==> config.mk <==
export PLATFORM = sky130hd
export DESIGN_NAME = memory_read_unit
export DESIGN_NICKNAME = d
export VERILOG_FILES = /design/src/rtl/memory_read_unit.sv
export SDC_FILE = /design/constraint.sdc
export NUM_CORES = 1
export LEC_CHECK = 0
export ABC_AREA = 1
export CORE_UTILIZATION = 35
export CTS_CLUSTER_DIAMETER = 30
export DETAILED_ROUTE_END_ITERATION = 8
export DONT_BUFFER_PORTS = 1
export GPL_TIMING_DRIVEN = 0
export PLACE_DENSITY_LB_ADDON = 0.08
export RECOVER_POWER = 50
export SKIP_LAST_GASP = 1
export SLEW_MARGIN = 20
export SYNTH_ARGS = -nofsm -noshare
export SYNTH_HDL_FRONTEND = slang
export SYNTH_SLANG_ARGS = --single-unit
==> constraint.sdc <==
create_clock -name clock -period 2.06 [get_ports clock]
set_input_delay 0.206 -clock clock [delete_from_list [all_inputs] [get_ports clock]]
set_output_delay 0.206 -clock clock [all_outputs]
set_load 0.02 [all_outputs]
==> src/rtl/memory_read_unit.sv <==
// Load datapath: forms a read address, waits READ_LATENCY memory cycles, and
// writes the returned word back to exactly one register destination.
module memory_read_unit #(
  parameter int READ_LATENCY = 1
) (
  input  logic        clock,
  input  logic        reset,
  input  logic        start,
  input  logic [2:0]  RdAddrSel,
  input  logic [1:0]  RdDst,
  input  logic [15:0] pc,
  input  logic [15:0] sp_in,
  input  logic [7:0]  imm_in,
  input  logic [15:0] MaryData,
  input  logic [15:0] ShelleyData,
  input  logic [15:0] mem_data,
  output logic [15:0] mem_addr,
  output logic        mem_read,
  output logic [15:0] wb_data,
  output logic        MaryWrite,
  output logic        ShelleyWrite,
  output logic        RAWrite,
  output logic        CompWrite,
  output logic        busy,
  output logic        done,
  output logic        err
);

  // state  | meaning
  // IDLE   | waiting for start
  // READ   | mem_read asserted, counting memory latency
  // WB     | one-cycle write-back pulse to the latched destination
  // ERR    | one-cycle rejection (misaligned address or illegal source)
  typedef enum logic [1:0] {
    S_IDLE = 2'd0,
    S_READ = 2'd1,
    S_WB   = 2'd2,
    S_ERR  = 2'd3
  } state_t;

  localparam logic [1:0] LAT_LAST = 2'(READ_LATENCY - 1);

  state_t      r_state;
  state_t      w_state_nxt;
  logic [1:0]  r_cnt;
  logic [1:0]  w_cnt_nxt;
  logic [15:0] r_addr;
  logic [15:0] w_addr_nxt;
  logic [1:0]  r_dst;
  logic [1:0]  w_dst_nxt;
  logic [15:0] w_imm_sext;
  logic [15:0] w_addr_calc;
  logic        w_sel_illegal;
  logic        w_read_last;
  logic        r_mem_read;
  logic [15:0] r_wb_data;
  logic [3:0]  r_we;
  logic        r_busy;
  logic        r_done;
  logic        r_err;

  assign w_imm_sext    = {{8{imm_in[7]}}, imm_in};
  assign w_sel_illegal = RdAddrSel[2] & RdAddrSel[1];
  assign w_read_last   = (r_cnt == LAT_LAST);

  always_comb begin
    w_addr_calc = 16'h0000;
    case (RdAddrSel)
      3'b000:  w_addr_calc = pc;
      3'b001:  w_addr_calc = w_imm_sext;
      3'b010:  w_addr_calc = MaryData;
      3'b011:  w_addr_calc = ShelleyData;
      3'b100:  w_addr_calc = sp_in + 16'd2;
      3'b101:  w_addr_calc = sp_in + (w_imm_sext << 2);
      default: w_addr_calc = 16'h0000;
    endcase
  end

  always_comb begin
    w_state_nxt = r_state;
    w_cnt_nxt   = r_cnt;
    w_addr_nxt  = r_addr;
    w_dst_nxt   = r_dst;
    case (r_state)
      S_IDLE: begin
        if (start) begin
          w_addr_nxt  = w_addr_calc;
          w_dst_nxt   = RdDst;
          w_cnt_nxt   = 2'd0;
          w_state_nxt = (w_sel_illegal || w_addr_calc[0]) ? S_ERR : S_READ;
        end
      end
      S_READ: begin
        w_cnt_nxt = r_cnt + 2'd1;
        if (w_read_last) begin
          w_state_nxt = S_WB;
        end
      end
      S_WB:    w_state_nxt = S_IDLE;
      S_ERR:   w_state_nxt = S_IDLE;
      default: w_state_nxt = S_IDLE;
    endcase
  end

  always_ff @(posedge clock) begin
    if (reset) begin
      r_state <= S_IDLE;
      r_cnt   <= 2'd0;
      r_addr  <= 16'h0000;
      r_dst   <= 2'd0;
    end else begin
      r_state <= w_state_nxt;
      r_cnt   <= w_cnt_nxt;
      r_addr  <= w_addr_nxt;
      r_dst   <= w_dst_nxt;
    end
  end

  // Outputs are registered from the next state so they line up with r_state.
  always_ff @(posedge clock) begin
    if (reset) begin
      r_mem_read <= 1'b0;
      r_wb_data  <= 16'h0000;
      r_we       <= 4'b0000;
      r_busy     <= 1'b0;
      r_done     <= 1'b0;
      r_err      <= 1'b0;
    end else begin
      r_mem_read <= (w_state_nxt == S_READ);
      r_we       <= (w_state_nxt == S_WB) ? (4'b0001 << w_dst_nxt) : 4'b0000;
      r_busy     <= (w_state_nxt != S_IDLE);
      r_done     <= (w_state_nxt == S_WB) || (w_state_nxt == S_ERR);
      r_err      <= (w_state_nxt == S_ERR);
      if ((r_state == S_READ) && w_read_last) begin
        r_wb_data <= mem_data;
      end
    end
  end

  assign mem_addr     = r_addr;
  assign mem_read     = r_mem_read;
  assign wb_data      = r_wb_data;
  assign MaryWrite    = r_we[0];
  assign ShelleyWrite = r_we[1];
  assign RAWrite      = r_we[2];
  assign CompWrite    = r_we[3];
  assign busy         = r_busy;
  assign done         = r_done;
  assign err          = r_err;

endmodule

==> flow_summary.toml <==
[status]
status = "complete, no violations"

[die]
die_h_um = 98.9
start_util = 0.370
fp.coreArea_mm2 = 0.00889
die_area_mm2 = 0.00978
die_w_um = 98.9
io_pins = 136
fp-row-count = 34

[timing]
whs_ps = 48.7
finClkSkew_ps = 10.7
fin_crit_sh = 0.757
setup_violations = 0
fmax_mhz = 641
final.min_clock_period_ps = 1560
finalSetupTns_ps = 0
hold_viol = 0
worst_slew_pin_slew_ps = 603
finalMaxSlewViolations = 0
rsz0062_at_grt = "false"
slew_headroom = 0.598

[critical_path]
crit_arrival_ps = 1710
regToRegEndpoint = "wb_data[10]$_SDFFE_PP0P_"
cp_max_fo = 10
r2r_start = "r_cnt[0]$_SDFFE_PP0P_"
end_kind = "flop"
worstSetupStartpointType = "flop"
regToRegSetupSlack_ps = 500
critPathKind = "flop to flop"
r2r_cells = 7
required_ps = 2210

[clock_tree]
cts_buffers = 5
cts_sinks = 46
cts_tree = "built"
clockRootBuffer = "clkbuf_8"
clk_latency_ps = 290
htree_levels = 2
clockBufferDepth = 2
clk_pin_slew_ps = 90
post_cts_resized = 0
cts_hold_buf = 0
cts_setup_buffers = 0

[route]
wirelength_um = 10500
num_vias = 3367
via_per_inst = 5.31
drc = 0
antenna_left = 0
drt_iter0_markers = 232
wl_per_cell_um = 16.5
first_pass_iters = 5

[run]
maxCapViolCount = 0

[global_routing]
grt-ovfl-total = 0
grt_pass1_wl_um = 16500
grt_pass1_vias = 3107
grt_start_max_net_pins = 14
antenna_found_initial = 0
grt_use_total = 0.218

[yosys]
yosys-top-cells-area = "dfxtp_1, nand2_1, nand3_1"
syn-num-nets = 630
async_flop_share = 0
synth_edf_count = 0
synth_common_cells = "nand2_1, nand3_1, inv_1"
synth_top_area_frac = 0.280
synth_ff_type = "dfxtp_1"
yosysTopAreaCell = "dfxtp_1"
syn_avg_cell_area_um2 = 6.35
yosysMostFrequentCell = "nand2_1"
synthDistinctLibCells = 41
syn_inst = 518
yosys_warnings = 0
synth_seq_cells = 46
ys_seq_area_frac = 0.280
syn_area_mm2 = 0.00329

[placed_design]
gp_congestion = 0.887
port_buffers = 0
placed_cells_incl_taps = 626
dp_hpwl_um = 8740

[power]
p_leak_nw = 1.58
irDropWorstVdd_mv = 0.328
power_density_mw_per_mm2 = 631

[layout]
fin_util = 0.397
insertedDiodeCount = 0
finalNetCount = 637
drive_above_1_share = 0.0798
syn2layout_area_growth_pct = 7.35
fin_cells = 634
fillers = 1011

[min_path]
worst_hold_path.endpoint = "wb_data[14]$_SDFFE_PP0P_"
worstHoldPathCells = 2
hold_class = "input pin to flop"
hp-start = "mem_data[14]"
==> report_power, final <==
part | leakage, nW | internal, mW | switching, mW
Combinational | 1.16 | 0.194 | 0.338
Clock | 0.0524 | 0.363 | 0.287
Sequential | 0.375 | 0.948 | 0.0964
Total | 1.58 | 1.51 | 0.722
==> worst max-delay path by stage <==
| stage | cells past startpoint | from | to |
|---|---|---|---|
| floorplan | 11 | sp_in[2] | mem_addr[14]$_SDFFE_PP0P_ |
| finish | 7 | r_cnt[0]$_SDFFE_PP0P_ | wb_data[10]$_SDFFE_PP0P_ |
| CTS | 7 | r_cnt[0]$_SDFFE_PP0P_ | wb_data[10]$_SDFFE_PP0P_ |
| global route | 7 | r_state[0]$_SDFF_PP0_ | wb_data[10]$_SDFFE_PP0P_ |
| global placement | 11 | sp_in[2] | mem_addr[14]$_SDFFE_PP0P_ |
| detailed placement | 11 | sp_in[2] | mem_addr[14]$_SDFFE_PP0P_ |
==> registers in the layout, summed over array words and instances (netlist names) <==
signal / count
mem_addr: 16
wb_data: 16
r_we: 4
r_cnt: 2
r_dst: 2
r_state: 2
busy: 1
done: 1
err: 1
mem_read: 1
==> layer usage <==
metal  vias to the layer above  global-route usage  routed length [um]
li1                       1719                   -                   -
met1                      1511               0.295                4680
met2                       133               0.353                4690
met3                         4              0.0596                1080
met4                         0              0.0299                  42
met5                         -                   0                   0
==> worst max-delay path, cell delays in order (launching register included) <==
cell	delay (ps)
dfxtp_1	320
inv_1	60
ha_1	210
nand2_2	180
clkinv_1	270
buf_4	260
nand2_1	70
a21oi_1	60
==> cells in the final DEF (no fill, tap or decap), types with 2 or more instances in the layout <==
| cell | count |
|---|---|
| ha_1 | 15 |
| o21bai_1 | 3 |
| a22o_1 | 3 |
| inv_1 | 48 |
| inv_2 | 5 |
| nand2_1 | 169 |
| a22oi_1 | 10 |
| a21oi_1 | 44 |
| nor3_2 | 3 |
| buf_4 | 2 |
| o21ai_0 | 11 |
| o21ai_1 | 6 |
| nand3b_1 | 4 |
| nand3_1 | 49 |
| clkbuf_1 | 7 |
| and3_1 | 2 |
| a21oi_2 | 5 |
| nor2_1 | 42 |
| clkbuf_8 | 5 |
| or2_2 | 5 |
| nand3_2 | 2 |
| buf_1 | 2 |
| dfxtp_1 | 46 |
| nand2_2 | 4 |
| buf_6 | 5 |
| nand4_1 | 12 |
==> layout make-up <==
type / count / area, um2 / area share
tap: 108 / 135 / 0.0383
buffer: 15 / 103 / 0.0291
sequential: 46 / 921 / 0.261
inverter: 54 / 203 / 0.0574
clock buffer: 7 / 76.3 / 0.0216
clock inverter: 1 / 30.0 / 0.00851
multi-input combinational: 403 / 2060 / 0.584
==> cell families (layout without fill, tap and decap cells) <==
logic type	after synthesis	in the layout	share of synthesized area
multiplexers	1	1	0.00305
flip-flops	46	46	0.280
AO/OA/AOI/OAI	88	88	0.159
AND/OR/NAND/NOR	296	296	0.396
buffers and inverters	69	77	0.0929
adder cells (fa/ha/maj)	16	16	0.0632
XOR/XNOR	2	2	0.00533
==> metrics by stage <==
stage	area [um2]	power, mW	setup WS [ps]
floorplan	3290	1.47	493
global placement	3420	1.59	283
detailed placement	3420	1.60	274
CTS	3530	2.25	507
global route	3530	2.40	345
finish	3530	2.23	500
Power figures use the tool's default switching activity.
